--- src/rtl/prio_age_grant_ctrl_if.sv ---
// Request/grant bundle between the aging grant controller and its
// surroundings (requesters, external lowest-value arbiter).
interface prio_age_grant_ctrl_if #(
    parameter int N      = 8,
    parameter int HOLD_W = 4
);
    logic [7:0]        req;
    logic [8*N-1:0]    base_prio;
    logic              load;
    logic [HOLD_W-1:0] max_hold;
    logic              done;
    logic [2:0]        win_idx;
    logic [N-1:0]      prio0, prio1, prio2, prio3, prio4, prio5, prio6, prio7;
    logic [7:0]        grant;
    logic              busy;

    modport master (
        output req, base_prio, load, max_hold, done, win_idx,
        input  prio0, prio1, prio2, prio3, prio4, prio5, prio6, prio7, grant, busy
    );

    modport slave (
        input  req, base_prio, load, max_hold, done, win_idx,
        output prio0, prio1, prio2, prio3, prio4, prio5, prio6, prio7, grant, busy
    );
endinterface

--- src/rtl/prio_age_grant_ctrl.sv ---
// Aging grant controller: presents per-requester priority counters to an
// external lowest-value arbiter and issues a held one-hot grant to its winner.
//
// state     | meaning
// S_IDLE    | accept load, or start a grant to the arbiter's winner
// S_GRANT   | grant held until done, winner drops req, or hold timeout
// S_RELEASE | dead cycle so the arbiter sees the aged counters
module prio_age_grant_ctrl #(
    parameter int N      = 8,
    parameter int HOLD_W = 4
) (
    input  logic                  clk,
    input  logic                  rst_n,
    prio_age_grant_ctrl_if.slave  bus
);
    localparam logic [N-1:0] ALL1 = '1;
    localparam logic [N-1:0] MAXV = ALL1 - 1'b1;

    typedef enum logic [1:0] {S_IDLE, S_GRANT, S_RELEASE} state_t;

    state_t            r_state;
    state_t            w_state_nxt;
    logic [N-1:0]      r_base [8];
    logic [N-1:0]      r_cnt  [8];
    logic [7:0]        r_req_q;
    logic [7:0]        r_grant;
    logic [2:0]        r_win;
    logic [HOLD_W-1:0] r_hold;

    logic [N-1:0]      w_clamp [8];
    logic [N-1:0]      w_prio  [8];
    logic [HOLD_W-1:0] w_hold_lim;
    logic              w_end;
    logic              w_do_load;
    logic              w_do_start;
    logic              w_do_end;

    // All-ones is reserved for idle lines, so loaded values are capped below it.
    always_comb begin
        for (int k = 0; k < 8; k++) begin
            w_clamp[k] = (bus.base_prio[k*N +: N] == ALL1) ? MAXV : bus.base_prio[k*N +: N];
            w_prio[k]  = r_req_q[k] ? r_cnt[k] : ALL1;
        end
    end

    assign w_hold_lim = (bus.max_hold == '0) ? HOLD_W'(1) : bus.max_hold;
    assign w_end      = bus.done | ~r_req_q[r_win] | (r_hold == w_hold_lim);

    always_ff @(posedge clk or negedge rst_n) begin
        if (!rst_n) r_state <= S_IDLE;
        else        r_state <= w_state_nxt;
    end

    always_comb begin
        w_state_nxt = r_state;
        w_do_load   = 1'b0;
        w_do_start  = 1'b0;
        w_do_end    = 1'b0;
        case (r_state)
            S_IDLE: begin
                if (bus.load) begin
                    w_do_load = 1'b1;
                end else if (|r_req_q && r_req_q[bus.win_idx]) begin
                    w_do_start  = 1'b1;
                    w_state_nxt = S_GRANT;
                end
            end
            S_GRANT: begin
                if (w_end) begin
                    w_do_end    = 1'b1;
                    w_state_nxt = S_RELEASE;
                end
            end
            S_RELEASE: w_state_nxt = S_IDLE;
            default:   w_state_nxt = S_IDLE;
        endcase
    end

    always_ff @(posedge clk or negedge rst_n) begin
        if (!rst_n) begin
            for (int k = 0; k < 8; k++) begin
                r_base[k] <= MAXV;
                r_cnt[k]  <= MAXV;
            end
            r_req_q <= '0;
            r_grant <= '0;
            r_win   <= '0;
            r_hold  <= '0;
        end else begin
            r_req_q <= bus.req;
            if (w_do_load) begin
                for (int k = 0; k < 8; k++) begin
                    r_base[k] <= w_clamp[k];
                    r_cnt[k]  <= w_clamp[k];
                end
            end
            if (w_do_start) begin
                r_win   <= bus.win_idx;
                r_grant <= 8'b1 << bus.win_idx;
                r_hold  <= HOLD_W'(1);
            end else if (w_do_end) begin
                r_grant <= '0;
                r_hold  <= '0;
                // Winner restarts from its base; waiting losers creep toward 0.
                for (int k = 0; k < 8; k++) begin
                    if (3'(k) == r_win)
                        r_cnt[k] <= r_base[k];
                    else if (r_req_q[k] && r_cnt[k] != '0)
                        r_cnt[k] <= r_cnt[k] - 1'b1;
                end
            end else if (r_state == S_GRANT) begin
                r_hold <= r_hold + 1'b1;
            end
        end
    end

    assign bus.prio0 = w_prio[0];
    assign bus.prio1 = w_prio[1];
    assign bus.prio2 = w_prio[2];
    assign bus.prio3 = w_prio[3];
    assign bus.prio4 = w_prio[4];
    assign bus.prio5 = w_prio[5];
    assign bus.prio6 = w_prio[6];
    assign bus.prio7 = w_prio[7];
    assign bus.grant = r_grant;
    assign bus.busy  = (r_state != S_IDLE);
endmodule

--- src/flat_wrapper.sv ---
// flat-port wrapper written by rule: the top's interface ports become plain ports
module prio_age_grant_ctrl_flat 
#(
    parameter int N      = 8,
    parameter int HOLD_W = 4
)
  (clk, rst_n, bus_req, bus_base_prio, bus_load, bus_max_hold, bus_done, bus_win_idx, bus_prio0, bus_prio1, bus_prio2, bus_prio3, bus_prio4, bus_prio5, bus_prio6, bus_prio7, bus_grant, bus_busy);
  prio_age_grant_ctrl_if #(.N(N), .HOLD_W(HOLD_W)) bus_i ();
  input  logic clk;
  input  logic rst_n;
  input wire logic [$bits(bus_i.req)-1:0] bus_req;
  input wire logic [$bits(bus_i.base_prio)-1:0] bus_base_prio;
  input wire logic [$bits(bus_i.load)-1:0] bus_load;
  input wire logic [$bits(bus_i.max_hold)-1:0] bus_max_hold;
  input wire logic [$bits(bus_i.done)-1:0] bus_done;
  input wire logic [$bits(bus_i.win_idx)-1:0] bus_win_idx;
  output wire logic [$bits(bus_i.prio0)-1:0] bus_prio0;
  output wire logic [$bits(bus_i.prio1)-1:0] bus_prio1;
  output wire logic [$bits(bus_i.prio2)-1:0] bus_prio2;
  output wire logic [$bits(bus_i.prio3)-1:0] bus_prio3;
  output wire logic [$bits(bus_i.prio4)-1:0] bus_prio4;
  output wire logic [$bits(bus_i.prio5)-1:0] bus_prio5;
  output wire logic [$bits(bus_i.prio6)-1:0] bus_prio6;
  output wire logic [$bits(bus_i.prio7)-1:0] bus_prio7;
  output wire logic [$bits(bus_i.grant)-1:0] bus_grant;
  output wire logic [$bits(bus_i.busy)-1:0] bus_busy;
  assign bus_i.req = bus_req;
  assign bus_i.base_prio = bus_base_prio;
  assign bus_i.load = bus_load;
  assign bus_i.max_hold = bus_max_hold;
  assign bus_i.done = bus_done;
  assign bus_i.win_idx = bus_win_idx;
  assign bus_prio0 = bus_i.prio0;
  assign bus_prio1 = bus_i.prio1;
  assign bus_prio2 = bus_i.prio2;
  assign bus_prio3 = bus_i.prio3;
  assign bus_prio4 = bus_i.prio4;
  assign bus_prio5 = bus_i.prio5;
  assign bus_prio6 = bus_i.prio6;
  assign bus_prio7 = bus_i.prio7;
  assign bus_grant = bus_i.grant;
  assign bus_busy = bus_i.busy;
  prio_age_grant_ctrl #(.N(N), .HOLD_W(HOLD_W)) u_core (.clk(clk), .rst_n(rst_n), .bus(bus_i));
endmodule
--- config.mk ---
export PLATFORM = sky130hd
export DESIGN_NAME = prio_age_grant_ctrl_flat
export DESIGN_NICKNAME = d
export VERILOG_FILES = /design/src/rtl/prio_age_grant_ctrl_if.sv /design/src/rtl/prio_age_grant_ctrl.sv /design/src/flat_wrapper.sv
export SDC_FILE = /design/constraint.sdc
export NUM_CORES = 1
export LEC_CHECK = 0
export ABC_AREA = 1
export CORE_UTILIZATION = 59
export DETAILED_ROUTE_END_ITERATION = 10
export HOLD_SLACK_MARGIN = 0.02
export PLACE_DENSITY = 0.86
export SLEW_MARGIN = 20
export SYNTH_ARGS = -nofsm -noshare
export SYNTH_HDL_FRONTEND = slang
export SYNTH_SLANG_ARGS = --single-unit
--- constraint.sdc ---
create_clock -name clk -period 5 [get_ports clk]
set_clock_uncertainty 0.2 [all_clocks]
set_input_delay 1.5 -clock clk [delete_from_list [all_inputs] [get_ports clk]]
set_output_delay 1.5 -clock clk [all_outputs]
set_load 0.05 [all_outputs]
==> results.md <==
* Status: finished, final reports clean
* Hold wc startpoint: u_core.r_base[58]
* # diodes at 0
* Reg2Reg Depth at 8
* Vias in the first global route at 9,686
* Initial antenna violation count at 0
* Post-DP HPWL at 19,000 µm
* Final hold violations at 0
* Setup TNS at 0 ns
* Worst Setup End Kind: output pin
* Critical Path RT at 3.30 ns
* Mapped Area at 0.0102 mm²
* Filler Cells Inserted at 1,378
* Cell-internal power at 0.00426 W
* Clk buf depth at 2
* Area leader, netlist: nand2_1
* Tcrit/Tclk final at 78.8%
* Number of max-cap violations at 0
* Row count at 47
* Core Region at 0.0168 mm²
* Register area share after synthesis at 38.9%
* First-pass GRT wire length at roughly 46,000 µm
* Clock slew at reported path FFs at 0.07 ns
* Buf/Inv on CP at 2
* Num CTS Buffers at 17
* Skew-Pair Late Insertion Delay at 0.44 ns
* Syn avg cell area at 6.39 µm²
* Most frequent cell after synthesis: nand2_1
* Synth Warn # at 0
* Synth area leaders: nand2_1, dfstp_2, dfrtp_1, nand3_1, inv_1
* Via count at 10,568
* Net Sw Frac at 47.8%
* Synth Flop Type: dfstp_2
* Syn Nets at ~1,700
* Hold Crit Class: reg2reg
* Largest net degree at the start of global routing at 103
* Pre-Repair DR Iteration Count at 6
* Post-synth EDFFs at 0
* Post-CTS Hold Fix Bufs at 0
* Pins Over Slew Limit at 0
* Leakage Power at 6.47 nW
* RSZ-0062 raised after global routing: false
* Cell Chain, Critical Path: inv_1 -> or2_2 -> clkdlybuf4s50_1
* Comb pwr share at between 50% and 60%
* Initial Util at around three fifths
* Final core occ at 73.7%
* Clock Power Share at between 10% and 20%
* P_sw at 0.00390 W
* Mapped Cells at 1,596
* Final setup viols at 0
* Critical path class: reg2out
* Peak VDD IR at 0.000351 V
* Synth async-reset ratio at between 90% and 100%
* Commonest cells post-synth: nand2_1, nand3_1, inv_1, dfstp_2, nor2_1
* # DRC at 0
* Routed Antenna Nets at 0
* Via/cell ratio at 5.39
* Clock root buffer: clkbuf_16
* Sinks on Clock Net at 153
* Top-area cell type share of the netlist area at about a third
* Crit path max-delay family: buffers and inverters
* Die span in x at 134 µm
* Total Wirelength at 27,800 µm
* Min-Delay Endpoint: u_core.r_base[58]
* Layout cells sized above 1 at approximately 10%
* Measured slew at the worst slew-check pin at 0.920 ns
* Die area at 0.0178 mm²
* Cell depth of the worst hold path at 2
* Reg2Reg Launch Point: u_core.r_req_q[2]
* H-tree depth at 4
* Avg WL per Cell at 14.2 µm
* R2r setup slk at around 2.4 ns
* Seq pwr share at approximately a third
* GPL Wtd Cong at 0.928
* Cell variety after synth at 30
* Worst path slowest cell: clkdlybuf4s50_1
* Gr ovfl total at 0
* Max-Slew Margin vs Limit at 38.6%
* RR Endpoint: u_core.r_cnt[40]
* DIE HEIGHT at approximately 130 µm
* Largest fanout on the critical path at 11
* Io pins at 156
* Setup Fix Bufs, Post-CTS at 0
* PortBufs at 155
* P&R area growth vs syn at 21.1%
* CTS tree: done
* First-iteration detailed-routing DRC count at 1,001
* GRT Total Usage at 32.0%
* Fin crit period at 3.94 ns
* Critical path data arrival time at between 2 and 2.5 ns
* CP startpoint kind: flop
* Pwr/cell area at 660 mW/mm²
* Nets at 1,829
* Number of synthesized register bits at 153
* Resized Gates After CTS at 0
* Max incr delay on CP at 0.71 ns
* Max Clock Freq at 254 MHz
## flip-flops by register name (all words and copies together) (netlist names)
signal            count
u_core.r_hold         4
u_core.r_win          3
u_core.r_req_q        8
u_core.bus.grant      8
u_core.r_cnt         64
u_core.r_base        64
u_core.r_state        2
## cells in the final DEF (no fill, tap or decap), drive strengths merged
master	netlist	layout
o21ai	60	60
inv	125	127
or2	5	5
a21oi	11	11
bufinv	0	2
clkbuf	7	20
buf	40	7
nand4	16	16
nand3b	5	5
nor3	1	1
nand3	156	156
dfstp	112	112
nor2	108	108
clkinvlp	0	3
clkdlybuf4s50	0	154
xor2	11	11
ha	17	17
o211ai	1	1
clkinv	0	5
nand2	872	872
dfrtp	41	41
xnor2	8	8
## power groups by stage
stage               registers, W  clock network, W  logic (W)
detailed placement       0.00257                 0    0.00421
global route             0.00266           0.00136    0.00479
finish                   0.00259           0.00129    0.00428
CTS                      0.00257           0.00130    0.00425
global placement         0.00256                 0    0.00410
floorplan                0.00246                 0    0.00328
## routing by layer
layer	vias to the layer above	wire, µm	track usage [%]
met2	460	13200	51.3
met1	4838	11800	43.3
li1	5213	-	-
met5	-	0	0
met3	57	2220	6.43
met4	0	571	10.7
## stage by stage
stage / std cells / worst slack [ns] / power (W) / cell area, µm² / hold WS (ns)
after floorplan: 1596 / 2.27 / 0.00575 / 10200 / 0.248
after global placement: 1930 / 1.12 / 0.00667 / 11800 / 0.256
after detailed placement: 1930 / 1.03 / 0.00678 / 11800 / 0.258
after CTS: 1962 / 1.07 / 0.00812 / 12400 / 0.268
after global routing: 1962 / 0.990 / 0.00881 / 12400 / 0.278
final: 1962 / 1.06 / 0.00816 / 12400 / 0.268
## area by class of cell
cell class,count,area [µm²],area share [%]
Inverter,125,469,3.80
Sequential cell,153,3970,32.1
Clock inverter,12,144,1.16
Timing Repair Buffer,161,1620,13.1
Multi-Input combinational cell,1271,5440,44.0
Tap cell,220,275,2.23
Clock buffer,20,437,3.53
## cells by family after synthesis
group | after synthesis | synth area share [%]
AOI/OAI and AO/OA | 72 | 3.63
xor gates and xnor gates | 19 | 1.63
adders and majority gates | 17 | 2.08
buffers and inverters | 172 | 7.90
DFF | 153 | 38.9
and+or+nand+nor | 1163 | 45.9
## worst max-delay path by stage
stage / startpoint / to / slack, ns / depth (start not counted)
after floorplan: bus_max_hold[1] / u_core.r_cnt[0] / 2.27 / 12
after global placement: bus_win_idx[1] / u_core.bus.grant[5] / 1.12 / 9
after detailed placement: bus_load / u_core.r_cnt[5] / 1.03 / 12
after CTS: u_core.r_req_q[0] / bus_prio0[4] / 1.07 / 3
after global routing: u_core.r_req_q[0] / bus_prio0[4] / 0.99 / 3
final: u_core.r_req_q[0] / bus_prio0[4] / 1.06 / 3
## worst min-delay path: cells and delay by family (launching register included)
| kind | cells | cell delay (ns) |
|---|---|---|
| flops | 1 | 0.37 |
| simple gates | 2 | 0.10 |
Note: power is estimated with default switching activity, not from simulation.
